===== src/rtl/serial_mag_compare_ctrl_pkg.sv =====
// ============================================================================
// Module   : serial_mag_compare_ctrl_pkg
// Purpose  : Shared FSM encoding and default operand width for the serial
//            magnitude comparator controller.
// Revision : 1.0  initial release
// ============================================================================
`default_nettype none

package serial_mag_compare_ctrl_pkg;

  localparam int DEFAULT_WIDTH = 8;

  typedef enum logic [1:0] {
    IDLE    = 2'd0,
    COMPARE = 2'd1,
    DONE    = 2'd2
  } state_t;

endpackage

`default_nettype wire


===== src/rtl/serial_mag_compare_ctrl_if.sv =====
// ============================================================================
// Module   : serial_mag_compare_ctrl_if
// Purpose  : Start/done request bus between a requesting datapath and the
//            serial magnitude comparator controller.
// Revision : 1.0  initial release
// ============================================================================
`default_nettype none

interface serial_mag_compare_ctrl_if
  import serial_mag_compare_ctrl_pkg::*;
#(
  parameter int WIDTH = DEFAULT_WIDTH
);

  logic             start;
  logic [WIDTH-1:0] a;
  logic [WIDTH-1:0] b;
  logic             busy;
  logic             done;
  logic             gt;
  logic             eq;
  logic             lt;

  modport master (
    output start, a, b,
    input  busy, done, gt, eq, lt
  );

  modport slave (
    input  start, a, b,
    output busy, done, gt, eq, lt
  );

endinterface

`default_nettype wire


===== src/rtl/serial_mag_compare_ctrl_two_comparator.sv =====
// ============================================================================
// Module   : two_comparator
// Purpose  : 2-bit cascade magnitude comparator slice; compares the local pair
//            only while the incoming equal flag is set.
// Revision : 1.0  initial release
// ============================================================================
`default_nettype none

module two_comparator (
  input  logic [1:0] a,
  input  logic [1:0] b,
  input  logic       gi,
  input  logic       ei,
  input  logic       li,
  output logic       go,
  output logic       eo,
  output logic       lo
);

  always_comb begin
    go = gi;
    eo = ei;
    lo = li;
    if (ei) begin
      go = (a > b);
      eo = (a == b);
      lo = (a < b);
    end
  end

endmodule

`default_nettype wire


===== src/rtl/serial_mag_compare_ctrl.sv =====
// ============================================================================
// Module   : serial_mag_compare_ctrl
// Purpose  : Sequences one 2-bit cascade slice over two WIDTH-bit operands,
//            MSB pair first, stopping at the first unequal pair.
// Revision : 1.0  initial release
// ============================================================================
`default_nettype none

module serial_mag_compare_ctrl
  import serial_mag_compare_ctrl_pkg::*;
#(
  parameter int WIDTH = DEFAULT_WIDTH
) (
  input  logic                     clk,
  input  logic                     rst_n,
  serial_mag_compare_ctrl_if.slave bus
);

  localparam int PAIRS = WIDTH / 2;
  localparam int IDX_W = (PAIRS > 1) ? $clog2(PAIRS) : 1;
  localparam logic [IDX_W-1:0] LAST_IDX = IDX_W'(PAIRS - 1);

  if ((WIDTH < 2) || ((WIDTH % 2) != 0)) begin : g_bad_width
    $error("serial_mag_compare_ctrl: WIDTH must be even and >= 2");
  end

  state_t           state;
  state_t           state_next;
  logic [WIDTH-1:0] a_reg;
  logic [WIDTH-1:0] b_reg;
  logic [IDX_W-1:0] idx;
  logic             g_flag;
  logic             e_flag;
  logic             l_flag;
  logic [1:0]       pair_a;
  logic [1:0]       pair_b;
  logic             slice_g;
  logic             slice_e;
  logic             slice_l;
  logic             last_pair;
  logic             busy_reg;
  logic             done_reg;
  logic             gt_reg;
  logic             eq_reg;
  logic             lt_reg;

  // Pair mux: select the 2-bit slice of each operand addressed by idx.
  always_comb begin
    pair_a = 2'b00;
    pair_b = 2'b00;
    for (int p = 0; p < PAIRS; p++) begin
      if (idx == IDX_W'(p)) begin
        pair_a = a_reg[2*p +: 2];
        pair_b = b_reg[2*p +: 2];
      end
    end
  end

  two_comparator u_slice (
    .a  (pair_a),
    .b  (pair_b),
    .gi (g_flag),
    .ei (e_flag),
    .li (l_flag),
    .go (slice_g),
    .eo (slice_e),
    .lo (slice_l)
  );

  assign last_pair = !slice_e || (idx == '0);

  always_ff @(posedge clk or negedge rst_n) begin
    if (!rst_n) state <= IDLE;
    else        state <= state_next;
  end

  always_comb begin
    state_next = state;
    unique case (state)
      IDLE:    if (bus.start) state_next = COMPARE;
      COMPARE: if (last_pair) state_next = DONE;
      DONE:    state_next = IDLE;
      default: state_next = IDLE;
    endcase
  end

  always_ff @(posedge clk or negedge rst_n) begin
    if (!rst_n) begin
      a_reg    <= '0;
      b_reg    <= '0;
      idx      <= '0;
      g_flag   <= 1'b0;
      e_flag   <= 1'b1;
      l_flag   <= 1'b0;
      busy_reg <= 1'b0;
      done_reg <= 1'b0;
      gt_reg   <= 1'b0;
      eq_reg   <= 1'b0;
      lt_reg   <= 1'b0;
    end else begin
      unique case (state)
        IDLE: begin
          if (bus.start) begin
            a_reg    <= bus.a;
            b_reg    <= bus.b;
            idx      <= LAST_IDX;
            g_flag   <= 1'b0;
            e_flag   <= 1'b1;
            l_flag   <= 1'b0;
            busy_reg <= 1'b1;
          end
        end
        COMPARE: begin
          g_flag <= slice_g;
          e_flag <= slice_e;
          l_flag <= slice_l;
          // Results are loaded with the final flags so they are valid while done is high.
          if (last_pair) begin
            done_reg <= 1'b1;
            gt_reg   <= slice_g;
            eq_reg   <= slice_e;
            lt_reg   <= slice_l;
          end else begin
            idx <= idx - 1'b1;
          end
        end
        DONE: begin
          done_reg <= 1'b0;
          busy_reg <= 1'b0;
        end
        default: begin
          done_reg <= 1'b0;
          busy_reg <= 1'b0;
        end
      endcase
    end
  end

  assign bus.busy = busy_reg;
  assign bus.done = done_reg;
  assign bus.gt   = gt_reg;
  assign bus.eq   = eq_reg;
  assign bus.lt   = lt_reg;

endmodule

`default_nettype wire

===== src/flat_wrapper.sv =====
// flat-port wrapper written by rule: the top's interface ports become plain ports
module serial_mag_compare_ctrl_flat import serial_mag_compare_ctrl_pkg::*;
#(
  parameter int WIDTH = DEFAULT_WIDTH
)
  (clk, rst_n, bus_start, bus_a, bus_b, bus_busy, bus_done, bus_gt, bus_eq, bus_lt);
  serial_mag_compare_ctrl_if #(.WIDTH(WIDTH)) bus_i ();
  input  logic clk;
  input  logic rst_n;
  input wire logic [$bits(bus_i.start)-1:0] bus_start;
  input wire logic [$bits(bus_i.a)-1:0] bus_a;
  input wire logic [$bits(bus_i.b)-1:0] bus_b;
  output wire logic [$bits(bus_i.busy)-1:0] bus_busy;
  output wire logic [$bits(bus_i.done)-1:0] bus_done;
  output wire logic [$bits(bus_i.gt)-1:0] bus_gt;
  output wire logic [$bits(bus_i.eq)-1:0] bus_eq;
  output wire logic [$bits(bus_i.lt)-1:0] bus_lt;
  assign bus_i.start = bus_start;
  assign bus_i.a = bus_a;
  assign bus_i.b = bus_b;
  assign bus_busy = bus_i.busy;
  assign bus_done = bus_i.done;
  assign bus_gt = bus_i.gt;
  assign bus_eq = bus_i.eq;
  assign bus_lt = bus_i.lt;
  serial_mag_compare_ctrl #(.WIDTH(WIDTH)) u_core (.clk(clk), .rst_n(rst_n), .bus(bus_i));
endmodule

===== config.mk =====
export PLATFORM = sky130hd
export DESIGN_NAME = serial_mag_compare_ctrl_flat
export DESIGN_NICKNAME = d
export VERILOG_FILES = /design/src/rtl/serial_mag_compare_ctrl_pkg.sv /design/src/rtl/serial_mag_compare_ctrl_if.sv /design/src/rtl/serial_mag_compare_ctrl_two_comparator.sv /design/src/rtl/serial_mag_compare_ctrl.sv /design/src/flat_wrapper.sv
export SDC_FILE = /design/constraint.sdc
export NUM_CORES = 1
export LEC_CHECK = 0
export CORE_UTILIZATION = 51
export DETAILED_ROUTE_END_ITERATION = 7
export GPL_TIMING_DRIVEN = 0
export PLACE_DENSITY = 0.87
export SYNTH_ARGS = -nofsm -noshare
export SYNTH_HDL_FRONTEND = slang
export SYNTH_HIERARCHICAL = 1
export SYNTH_SLANG_ARGS = --single-unit

===== constraint.sdc =====
create_clock -name clk -period 3.3 [get_ports clk]
set_input_delay 0.66 -clock clk [delete_from_list [all_inputs] [get_ports clk]]
set_output_delay 0.66 -clock clk [all_outputs]
set_load 0.03 [all_outputs]

==> results.yml <==
outcome:
  status: "completed"
finish:
  insertedDiodeCount: 0
  fillCellCount: 197
  area_growth_pct: 21.7
  drive_above_1_share_pct: 24.3
  final_cell_mix: "dfrtp_1, clkdlybuf4s50_1, inv_1"
  mostFrequentLayoutCell: "dfrtp_1"
  nets: 162
die:
  die_w_um: 54.0
  dieArea_um2: 2910
  die_h_um: 54.0
  initial_core_util_pct: 54.6
  rows: 18
  coreArea_um2: 2520
  boundaryPins: 24
routing:
  first_pass_iters: 4
  vias: 916
  routed_wl_um: 2490
  post_drt_via_cell_ratio: 5.52
  drtIter0Drc: 18
  wl_per_cell_um: 15.0
  drc: 0
  antenna_left: 0
placement:
  gp_congestion: 0.746
  numPortBuffers: 23
  hpwlAfterDp_um: 1860
sta:
  max_freq_mhz: 356
  hold_viol: 0
  tns_ps: 0
  relSlewSlack_pct: 58.7
  tightest_slew_ps: 619
  skew_ps: 7.03
  hold_ws_ps: 329
  min_period_ps: 2810
  report.final.setup_viol: 0
  rsz0062_at_grt: "no"
  report.final.slew_viol_count: 0
  finalCritPeriodShare_pct: 85.2
yosys:
  syn-instance-count: 109
  synth_flop_cell: "dfrtp_1"
  syn_area_per_cell_um2: 12.6
  yosysTopAreaCell: "dfrtp_1"
  yosysWarnings: 6
  yosys-top-cells-area: "dfrtp_1, mux2_4, mux2_2, ha_1, inv_1"
  synth_top_area_share_pct: 49.0
  synth_edf_count: 0
  synth_area_um2: 1380
  ys_seq_area_share_pct: 51.0
  ys_ff_latch: 28
  syn-num-nets: 134
  synth_cell_types: 31
  async_flop_share_pct: 100
setup_path:
  slowest_delay_ps: 450
  path_cells: "inv_1 -> ha_1 -> nor2b_1 -> a221oi_1 -> o31ai_1 -> inv_1 -> ha_1 -> and3_2 -> nand2b_1 -> nand2_1 -> mux2_2"
  worstSetupEndpointType: "flip-flop"
  cp_max_fo: 5
  required_ps: 3530
  slowest_stage: "dfrtp_1"
  cp.arrival_ps: 3040
  path_class: "reg -> reg"
  cp-start-kind: "flip-flop"
cts:
  clock_latency_ps: 320
  h-tree-depth: 1
  clk_transition_reported_paths_ps: 140
  cts_root_buf: "clkbuf_4"
  clock_path_buffers: 2
  ctsHoldBuffers: 0
  cts_buffers: 3
  clock-sinks: 28
  post_cts_buffers: 0
  cts_tree: "yes"
  post_cts_resized: 0
global_route:
  grt_pass1_vias: 900
  grt_max_degree: 29
  overflow: 0
  grt.total_usage_pct: 19.1
  grt_pass1_wl_um: 3910
  antenna_found_initial: 0
power_and_ir_drop:
  power.density_nw_per_um2: 989
  max-vdd-ir-drop_uv: 667
  p_leak_nw: 0.778
run:
  maxCapViolCount: 0
worst_hold_path:
  hp-class: "in -> async"
power breakdown:
part	switching (mW)	internal, mW
Combinational	0.417	0.467
Sequential	0.106	0.507
Clock	0.0937	0.0675
final timing paths:
| kind | start | end | slack [ps] | cells past startpoint |
|---|---|---|---|---|
| max | u_core/idx[0] | u_core/bus.gt | 490 | 11 |
| min | rst_n | u_core/b_reg[5] | 330 | 1 |
| max reg2reg | u_core/idx[0] | u_core/bus.gt | 490 | 11 |
| min reg2reg | u_core/bus.busy | u_core/bus.busy | 520 | 1 |
| max in group asynchronous | rst_n | u_core/bus.busy | 2570 | 1 |
| min in group clk | u_core/bus.busy | u_core/bus.busy | 520 | 1 |
cells in the mapped netlist (2+ instances only):
master / number
a21oi_1: 2
nor2b_1: 5
a22o_1: 3
mux2_4: 9
a221oi_1: 4
mux2_2: 10
nand2_1: 7
inv_1: 11
o21ai_0: 2
o31ai_1: 4
ha_1: 6
dfrtp_1: 27
per-layer routing:
metal	track usage (%)	vias up	share of wire [%]
li1	-	439	-
met1	20.9	455	44
met2	34.8	18	51
met3	3.95	4	4.3
met4	8.97	0	1.0
met5	0	-	0
area by class of cell:
| cell class | instances | area (um^2) | share of cell area (%) |
|---|---|---|---|
| timing repair buffer | 23 | 225 | 13.4 |
| multi-input combinational | 66 | 596 | 35.5 |
| sequential | 28 | 702 | 41.9 |
| buffer | 3 | 35.0 | 2.09 |
| tap | 30 | 37.5 | 2.24 |
| clock buffer | 4 | 36.3 | 2.16 |
| inverter | 12 | 45.0 | 2.69 |
stage by stage:
stage | worst slack (ps) | power [mW] | cell area, um^2 | util (%) | cells
finish | 489 | 1.66 | 1680 | 66.5 | 166
global route | 213 | 1.79 | 1680 | 66.5 | 166
CTS | 484 | 1.68 | 1680 | 66.7 | 166
detailed placement | 521 | 1.50 | 1650 | 65.2 | 162
global placement | 594 | 1.46 | 1650 | 65.2 | 162
floorplan | 837 | 1.28 | 1380 | - | 109
cells by family (layout without fill, tap and decap cells):
logic type	Yosys count	count (layout)	share of synthesized area [%]
and+or+nand+nor	19	19	7.45
DFF	28	28	51.0
adders and majority gates	6	6	5.45
AOI/OAI and AO/OA	21	21	11.6
buffers and inverters	15	42	5.81
muxes	20	20	18.7
worst max-delay path, delay by kind of cell (launching register included):
kind / cells / cell delay, ps
and+or+nand+nor: 4 / 760
adders and majority gates: 2 / 570
DFF: 1 / 450
AOI/OAI and AO/OA: 2 / 390
muxes: 1 / 350
buffers and inverters: 2 / 200
Note: power is estimated with default switching activity, not from simulation.
==> RTL edit (config.mk and constraints unchanged) <==
`DEFAULT_WIDTH`: 8 -> 4.
--- a/src/rtl/serial_mag_compare_ctrl_pkg.sv
+++ b/src/rtl/serial_mag_compare_ctrl_pkg.sv
@@ -8,7 +8,7 @@
 
 package serial_mag_compare_ctrl_pkg;
 
-  localparam int DEFAULT_WIDTH = 8;
+  localparam int DEFAULT_WIDTH = 4;
 
   typedef enum logic [1:0] {
     IDLE    = 2'd0,
Interface: changed (resized bus_a and bus_b); port bits go from 24 to 16. The function was not compared with the original's and may differ.
==> RTL edit against the original RTL <==
Sequential cell count is 9 lower. Wire length decreased by 40%. Synthesized area shrank 34%. Worst setup slack better by 720 ps. Sequential power fell by 35%. Total power fell by 30%. Non-clock buffer count down 9. Cell area down 34%. Core utilization is 3.5 points higher. Critical path type unchanged. Highest routed layer unchanged.
==> RTL edit: results (changes against the original RTL) <==
Leak=0.5087 nW (-35%); top post-synthesis cells by area=dfrtp_1 (50%), mux2_2 (15%), mux2_4 (5.0%), inv_1 (3.7%), dfstp_2 (2.9%); initial antenna violation count=0 (unchanged); Final Skew=1.846 ps (-5.186 ps); sequential group share of total power=34.6% (-2.4 points); dpl cells=103 (-36%); gp weighted congestion=0.7571 (+1.6%); Power Sequential=401 uW (-35%); synthesized instance count=72 (-34%); post-synthesis cell type count=24 (-23%); final worst path period share=63.49% (-22 points); share of cells above drive strength 1=31.87% (+7.6 points); r2r startpoint=u_core/idx$_DFFE_PN0P_; CP arrival=2280 ps (-760 ps); worst hold slack=509.0 ps (+179.7 ps); post-CTS sizing=0 (unchanged); vias in the first global route=633 (-30%); Worst Setup EP=u_core/bus.gt$_DFFE_PN0P_; power of the clock network=113 uW (-30%); slowest CP cell=mux2_2; worst skew pair latency=290 ps (-30 ps); crit path max fanout=9 (+4); min-delay src=u_core/l_flag$_DFFE_PN0P_; Int Power=719.8 uW (-31%); # port buffers=15 (-35%); WL final=1496 um (-40%); status=completed; first-pass GRT wire length=2580 um (-34%); nets@finish=105 (-35%); worst slew pin tran=811.8 ps (+192.8 ps); initial DRC count=15 (-3); largest net degree at the start of global routing=20 (-31%); syn nets=85 (-37%); Diodes inserted=0 (unchanged); CTS Buf Count=3 (unchanged); total track usage=18.72% (-0.37 points); Top FF cell, synth=dfrtp_1; end of the worst hold path=u_core/l_flag$_DFFE_PN0P_; crit path launch type=flip-flop; Synth warnings=6 (unchanged); Post-synth ARST share=100.0% (unchanged); Commonest cells post-synth=dfrtp_1 (18), mux2_2 (12), inv_1 (9); kind of cell adding the most delay to the critical path=multiplexers; slowest stage delay, CP=360 ps (-90 ps); clock transition at the registers of the reported paths=100 ps (-40 ps); Cells on Worst Hold Path=1; Initial DRT Pass Iterations=6 (+2); Final HPWL DP=1111 um (-40%); Worst R2R Path Depth=7 (-4); routed wire length per instance=13.98 um (-6.7%); Peak supply drop=492.2 uV (-26%); Area after DPL=1077 sq um (-35%); # H-tree levels=1 (unchanged); hold crit path type=reg -> reg; total number of vias=594 (-35%); register area share after synthesis=52.55% (+1.6 points); pre-CTS setup slack=1247 ps (+726.0 ps)
## RTL edit: final cells by class
cell class,count,area (sq um)
clock buffers,4,26.28
fillers,124,473.0
well taps,16,20.02
repair buffers,15,150.1
inverters,9,33.78
flip-flops and latches,19,476.7
multi-input cells,42,384.1
plain buffers,2,12.51
## RTL edit: cell families (layout without fill, tap and decap cells)
| kind of cell | Yosys count | count (layout) | share of synthesized area (%) |
|---|---|---|---|
| AOI/OAI and AO/OA | 13 | 13 | 9.518 |
| adders and majority gates | 2 | 2 | 2.758 |
| buffers and inverters | 11 | 30 | 5.103 |
| DFF | 19 | 19 | 52.55 |
| muxes | 15 | 15 | 19.86 |
| and+or+nand+nor | 12 | 12 | 10.21 |
## RTL edit: routing by layer
metal  share of wire [%]  wire length, um  vias to the layer above  GRT usage, %
met3                 2.2               33                        6         3.673
li1                    -                -                      281             -
met4                 2.5               38                        0         10.91
met2                  49              727                       16         31.76
met5                   0                0                        -             0
met1                  47              697                      291         21.93
